$ cat config.mk
export PLATFORM = sky130hd
export DESIGN_NAME = traffic_light_monitor
export DESIGN_NICKNAME = d
export VERILOG_FILES = /design/src/rtl/traffic_light_monitor.sv
export SDC_FILE = /design/constraint.sdc
export NUM_CORES = 1
export LEC_CHECK = 0
export ABC_AREA = 1
export ABC_CLOCK_PERIOD_IN_PS = 3800
export CAP_MARGIN = 10
export CORE_MARGIN = 4
export CORE_UTILIZATION = 50
export CTS_CLUSTER_SIZE = 20
export DETAILED_ROUTE_END_ITERATION = 16
export PLACE_DENSITY = 0.77
export REMOVE_ABC_BUFFERS = 1
export SYNTH_ARGS = -nofsm -noshare
export SYNTH_HDL_FRONTEND = slang
export SYNTH_SLANG_ARGS = --single-unit
$ cat constraint.sdc
create_clock -name clk -period 3.8 [get_ports clk]
set_input_delay 0.76 -clock clk [delete_from_list [all_inputs] [get_ports clk]]
set_output_delay 0.76 -clock clk [all_outputs]
set_load 0.02 [all_outputs]
$ cat src/rtl/traffic_light_monitor.sv
// rtl/traffic_light_monitor.sv - passive checker that locks onto the G/Y/R light sequence and flags encoding, sequence and dwell errors
// Optional dwell checking is built only when TLM_DWELL_CHECK_EN is defined.
module traffic_light_monitor #(
  parameter int unsigned GREEN_CYCLES  = 2,
  parameter int unsigned YELLOW_CYCLES = 1,
  parameter int unsigned RED_CYCLES    = 2,
  parameter int unsigned CNT_W         = 4,
  parameter int unsigned ERR_CNT_W     = 8
) (
  input  logic                 clk,
  input  logic                 reset,
  input  logic                 green,
  input  logic                 yellow,
  input  logic                 red,
  input  logic                 clear_err,
  output logic [1:0]           phase,
  output logic                 locked,
  output logic                 period_done,
  output logic                 err_encoding,
  output logic                 err_sequence,
  output logic                 err_dwell,
  output logic [ERR_CNT_W-1:0] err_count
);

  typedef enum logic [1:0] {
    S_UNSYNC = 2'b00,
    S_GREEN  = 2'b01,
    S_YELLOW = 2'b10,
    S_RED    = 2'b11
  } state_t;

  state_t                 r_state, w_state_nxt;
  state_t                 r_prev_col, w_col;
  logic                   r_prev_valid;
  logic                   w_valid;
  logic                   w_enc, w_seq, w_dw, w_pd, w_any;
  logic                   w_dw_over, w_dw_under;
  logic                   r_pd, r_enc, r_seq, r_dw;
  logic [ERR_CNT_W-1:0]   r_err_count;

  function automatic state_t next_col(input state_t s);
    case (s)
      S_GREEN:  return S_YELLOW;
      S_YELLOW: return S_RED;
      S_RED:    return S_GREEN;
      default:  return S_UNSYNC;
    endcase
  endfunction

  // One-hot test: odd number of lines set, but not all three.
  assign w_valid = (green ^ yellow ^ red) & ~(green & yellow & red);

  always_comb begin
    w_col = S_RED;
    if (green)       w_col = S_GREEN;
    else if (yellow) w_col = S_YELLOW;
  end

`ifdef TLM_DWELL_CHECK_EN
  logic [CNT_W-1:0] r_dwell, w_dwell_nxt, w_exp;

  always_comb begin
    w_exp = '0;
    case (r_state)
      S_GREEN:  w_exp = CNT_W'(GREEN_CYCLES);
      S_YELLOW: w_exp = CNT_W'(YELLOW_CYCLES);
      S_RED:    w_exp = CNT_W'(RED_CYCLES);
      default:  w_exp = '0;
    endcase
  end

  // r_dwell equals expected only once per phase, so overstay pulses a single time.
  assign w_dw_over  = (r_dwell == w_exp);
  assign w_dw_under = (r_dwell < w_exp);

  always_comb begin
    w_dwell_nxt = r_dwell;
    if (w_state_nxt == S_UNSYNC)     w_dwell_nxt = '0;
    else if (w_state_nxt != r_state) w_dwell_nxt = CNT_W'(1);
    else if (r_dwell != '1)          w_dwell_nxt = r_dwell + CNT_W'(1);
  end

  always_ff @(posedge clk or negedge reset) begin
    if (!reset) r_dwell <= '0;
    else        r_dwell <= w_dwell_nxt;
  end
`else
  assign w_dw_over  = 1'b0;
  assign w_dw_under = 1'b0;
`endif

  always_comb begin
    w_state_nxt = r_state;
    w_enc       = 1'b0;
    w_seq       = 1'b0;
    w_dw        = 1'b0;
    w_pd        = 1'b0;
    if (!w_valid) begin
      w_enc       = 1'b1;
      w_state_nxt = S_UNSYNC;
    end else if (r_state == S_UNSYNC) begin
      if (w_col == S_GREEN && r_prev_valid && r_prev_col == S_RED)
        w_state_nxt = S_GREEN;
    end else if (w_col == r_state) begin
      w_dw = w_dw_over;
    end else if (w_col == next_col(r_state)) begin
      w_dw        = w_dw_under;
      w_pd        = (r_state == S_RED);
      w_state_nxt = w_col;
    end else begin
      w_seq       = 1'b1;
      w_state_nxt = S_UNSYNC;
    end
  end

  assign w_any = w_enc | w_seq | w_dw;

  always_ff @(posedge clk or negedge reset) begin
    if (!reset) begin
      r_state      <= S_UNSYNC;
      r_prev_col   <= S_UNSYNC;
      r_prev_valid <= 1'b0;
      r_pd         <= 1'b0;
      r_enc        <= 1'b0;
      r_seq        <= 1'b0;
      r_dw         <= 1'b0;
      r_err_count  <= '0;
    end else begin
      r_state      <= w_state_nxt;
      r_prev_col   <= w_col;
      r_prev_valid <= w_valid;
      r_pd         <= w_pd;
      r_enc        <= w_enc;
      r_seq        <= w_seq;
      r_dw         <= w_dw;
      if (clear_err)
        r_err_count <= w_any ? ERR_CNT_W'(1) : '0;
      else if (w_any && r_err_count != '1)
        r_err_count <= r_err_count + ERR_CNT_W'(1);
    end
  end

  assign phase        = r_state;
  assign locked       = (r_state != S_UNSYNC);
  assign period_done  = r_pd;
  assign err_encoding = r_enc;
  assign err_sequence = r_seq;
  assign err_dwell    = r_dw;
  assign err_count    = r_err_count;

endmodule

After elaboration in Yosys (flattened, before gate mapping)
Cells that the tools add are included.
- register bits after elaboration: 16
- input bits: 6
- output and inout bits: 15
- word-level logic and storage cells: 55
- add/sub/neg operators: 1
- equality and inequality tests: 10
- multiplexer cells: 23
- bitwise gates (word level): 7
- reduce and logical (&&, ||, !) cells: 7
- operator list (cell ; number):
    two-way mux 2 bit ; 9
    two-way mux 8 bit ; 2
    two-way mux 1 bit ; 11
    adder 8 x 1 -> 8 bit, second input constant ; 1
    inequality test 8 bit, second input constant ; 1
    equality test 2 bit, second input constant ; 3
    case mux 2 bit (3 select lines) ; 1
    equality test 2 x 1 -> 1 bit, second input constant ; 2
    equality test 2 bit ; 2
    nonzero test 2 bit ; 2
    AND 1 bit ; 3
    logical AND 1 bit ; 3
    inequality test 3 x 2 -> 1 bit, second input constant ; 1
    inequality test 3 bit, second input constant ; 1
    zero test 2 bit ; 1
    AND reduction 2 bit ; 1
    XOR 1 bit ; 2
    NOT 1 bit ; 1
    bitwise OR 1 bit ; 1

Logic depth before layout (Yosys ltp)
- depth after elaboration: 15
- mapped depth: 12
- gate-level depth less buffers: 12

Least setup slack after synthesis
Ideal clock, no wire load.
- path kind: input to register
- from: input green
- to: register r_err_count[6], in the netlist err_count[6]
- setup time: 0.065 ns
- arrival time: 1.742 ns
- required time: 3.735 ns
- setup slack: 1.993 ns
- stages on the path: 9
- buffers on the path: 0
- cells stage by stage: inv_2 ha_1 a21oi_2 inv_2 nand2_2 nand2_4 nand2_4 nand2_1 nand2_1
- elaborated cells between the ends (all ways): 17
- those cells by class: 2 x eq/ne; 6 x mux; 7 x bitwise; 2 x reduce/logical
- RTL lines (what ; line ; text):
    start: declaration ; 12 ; input logic green,
    AND 1 bit (2 in a row) ; 51 ; assign w_valid = (green ^ yellow ^ red) & ~(green & yellow & red);
    NOT 1 bit ; 51 ;
    AND 1 bit (*) ; 51 ;
    two-way mux 1 bit (*) ; 98 ; if (!w_valid) begin
    net w_enc ; 36 ; logic w_enc, w_seq, w_dw, w_pd, w_any;
    bitwise OR 1 bit (*) ; 116 ; assign w_any = w_enc | w_seq | w_dw;
    logical AND 1 bit (*) ; 138 ; else if (w_any && r_err_count != '1)
    nonzero test 2 bit (no source line) (*) ; -- ;
    end signal: assignment ; 137 ; r_err_count <= w_any ? ERR_CNT_W'(1) : '0;
    end signal: assignment ; 139 ; r_err_count <= r_err_count + ERR_CNT_W'(1);
    end: declaration ; 39 ; logic [ERR_CNT_W-1:0] r_err_count;
Mark *: on every way through the listed nets, which the timed path passes. The rest lies on a longest branch.
A chain may end at the register's enable or synchronous reset.

Worst setup path after layout
- from: register r_state[1], in the netlist phase[1]
- to: output locked
- cells in the longest elaborated chain, start to end: 1
- RTL lines (what ; line ; text):
    start: declaration ; 32 ; state_t r_state, w_state_nxt;
    start signal: assignment ; 129 ; r_state <= w_state_nxt;
    nonzero test 2 bit ; 144 ; assign locked = (r_state != S_UNSYNC);
    end: declaration ; 17 ; output logic locked,
Every way passes these cells.

==> metrics.md <==
| Metric | Value |
|---|---|
| GR Overflow Total | `0` |
| Count leader, synth | `nand2_1` |
| Endpoints failing hold | `0` |
| Final WL | `1.91 mm` |
| PnR worst setup slack | `1.23 ns` |
| PortBufs | `19` |
| Share of layout cells above drive strength 1 | `0.130` |
| R2R Path Start | `phase[1]$_DFFE_PN0P_` |
| Hold Crit Start | `err_count[1]$_DFFE_PN0P_` |
| Leak | `around 0.59 nW` |
| TritonCTS clock tree | `done` |
| Status | `finished, final reports clean` |
| Pre-CTS setup slack | `1.18 ns` |
| Netlist cell types | `27` |
| Post-synthesis average cell area | `7.86 um^2` |
| Nets | `159` |
| Clk_lat worst skew | `0.28 ns` |
| Seq cells post-synth | `16` |
| Final Cell Area | `0.00122 mm^2` |
| Initial Util | `0.545` |
| Post-Syn Area | `982 um^2` |
| P&R area growth vs syn | `24.7%` |
| Worst-margin pin slew | `0.692 ns` |
| Initial antenna violation count | `0` |
| CTS Buf Count | `3` |
| First-pass GRT wire length | `approximately 3.2 mm` |
| Synth top area cells | `dfrtp_1 (41%), nand2_1 (15%), ha_1 (7.6%), nand3_1 (5.6%), inv_1 (4.2%)` |
| Core area | `0.00180 mm^2` |
| Dpl hpwl | `1.50 mm` |
| Fmax | `390 MHz` |
| Via count | `between 800 and 900` |
| Number of synthesized flops with an enable pin | `0` |
| First-iteration detailed-routing DRC count | `26` |
| Worst hold path class | `register to register` |
| Synth Instances | `125` |
| Vias in the first global route | `725` |
| CP required | `3.04 ns` |
| # fillers | `about 170` |
| Tcrit/Tclk final | `0.675` |
| P per Cell Area | `399 mW/mm^2` |
| Residual DRC | `0` |
| RePlAce Congestion | `~0.92` |
| Clk sink count | `16` |
| Ports | `21` |
| Drt pass-1 iters | `4` |
| Period minus WS final | `2.57 ns` |
| FP Rows | `15` |
| Top FF cell, synth | `dfrtp_1` |
| Final TNS setup | `0 ns` |
| Placed cell areas | `~0.0012 mm^2` |
| Yosys Warn Count | `0` |
| Die width | `52.3 um` |
| Crit Path Max Fanout | `6` |
| Post-CTS Setup Inserts | `0` |
| Post-CTS Hold Buffers | `0` |
| CTS Buffer Depth | `2` |
| DR WL/cell | `11.1 um` |
| Sequential area share after synthesis | `0.408` |
| Launch point of the critical path | `phase[1]$_DFFE_PN0P_` |
| Die Footprint | `0.00274 mm^2` |
| Post-synth ARST share | `1.00` |
| GRT Util Overall | `0.160` |
| Critical Path AT | `1.81 ns` |
| Via density | `4.97` |
| Largest net degree at the start of global routing | `17` |
| Antenna Cells | `0` |
| Synth top area share | `0.408` |
| Critical Path End Type | `primary output` |
| Slew headroom | `0.537` |
| Clk slew on worst S/H paths | `approximately 0.09 ns` |
| Top cells by count, synth | `nand2_1 (38), dfrtp_1 (16), inv_1 (11), nand3_1 (11), nor2_1 (7)` |
| CP Launch Type | `register` |
| Setup-failing EPs final | `0` |
| Max Cap Viol | `0` |
| Post-cts sizing count | `0` |
| Kind of critical path | `register to primary output` |
| Area leader, netlist | `dfrtp_1` |
| CTS H-tree lvls | `1` |
| Chip height | `52.3 um` |
| RSZ-0062 raised after global routing | `no` |
| Root buf cell | `clkbuf_4` |
| Max Slew Vio Count | `0` |
| Routed Antenna Nets | `0` |
| Clock Skews | `0.00310 ns` |
| Max VDD drop | `0.243 mV` |
[power breakdown]
part,switching [mW],internal (mW),leakage (nW),total (mW)
registers,0.0172,0.188,0.208,0.205
clock network,0.0512,0.0583,0.0210,0.110
logic,0.102,0.0718,0.366,0.174
[area by class of cell]
class | instances | area (um^2) | area share
Multi-Input combinational cell | 93 | 514 | 0.420
Sequential cell | 16 | 400 | 0.327
Timing Repair Buffer | 19 | 190 | 0.155
Inverter | 14 | 52.6 | 0.0429
Clock buffer | 4 | 36.3 | 0.0296
Tap cell | 25 | 31.3 | 0.0255
[cell families (layout without fill, tap and decap cells)]
group	after synthesis	after routing	synth area share
AO/OA/AOI/OAI	10	10	0.0560
XOR/XNOR	2	2	0.0178
adder cells (fa/ha/maj)	6	6	0.0764
buffers and inverters	16	37	0.0688
flip-flops	16	16	0.408
other	1	1	0.00382
AND/OR/NAND/NOR	74	74	0.369
[placed cells by master, fill, tap and decap left out, types with 2 or more instances in the layout]
cell type / instances
nand2_1: 38
nor3_1: 3
nand3_1: 11
o21ai_0: 3
nor2_1: 7
dfrtp_1: 16
clkdlybuf4s50_1: 19
nand2_2: 3
nand3_2: 3
a21oi_1: 4
nand2_4: 2
clkbuf_4: 3
inv_1: 11
ha_1: 6
inv_2: 3
[layer usage]
layer | vias to the layer above | routed length [um] | track usage
li1 | 439 | - | -
met1 | 382 | 1020 | 0.241
met2 | 25 | 753 | 0.215
met3 | 4 | 117 | 0.0570
met4 | 0 | 20 | 0.0383
met5 | - | 0 | 0
[through the flow]
stage | power [mW] | std cells | hold WS (ns) | utilization
after floorplan | 0.314 | 123 | 0.464 | -
after global placement | 0.380 | 167 | 0.546 | 0.660
after detailed placement | 0.381 | 167 | 0.554 | 0.660
after CTS | 0.491 | 171 | 0.582 | 0.680
after global routing | 0.521 | 171 | 0.623 | 0.680
final | 0.488 | 171 | 0.575 | 0.680
[state kept, by name (all words and copies together) (netlist names)]
| register | count |
|---|---|
| r_prev_col | 2 |
| period_done | 1 |
| err_encoding | 1 |
| phase | 2 |
| err_sequence | 1 |
| err_count | 8 |
| r_prev_valid | 1 |
[worst max-delay path, cell delays in order (launching register included)]
cell             delay, ns
dfrtp_1               0.46
inv_1                 0.09
ha_1                  0.22
inv_1                 0.13
clkdlybuf4s50_1       0.62
[final timing paths]
kind	to	slack [ns]	cells after the start
setup / recovery	locked	1.23	4
hold / removal	err_count[1]$_DFFE_PN0P_	0.57	2
setup reg to reg	err_count[0]$_DFFE_PN0P_	2.04	12
hold reg to reg	err_count[1]$_DFFE_PN0P_	0.57	2
max in group asynchronous	err_count[7]$_DFFE_PN0P_	2.47	1
min in group asynchronous	phase[0]$_DFFE_PN0P_	0.89	1
Note: power is estimated with default switching activity, not from simulation.
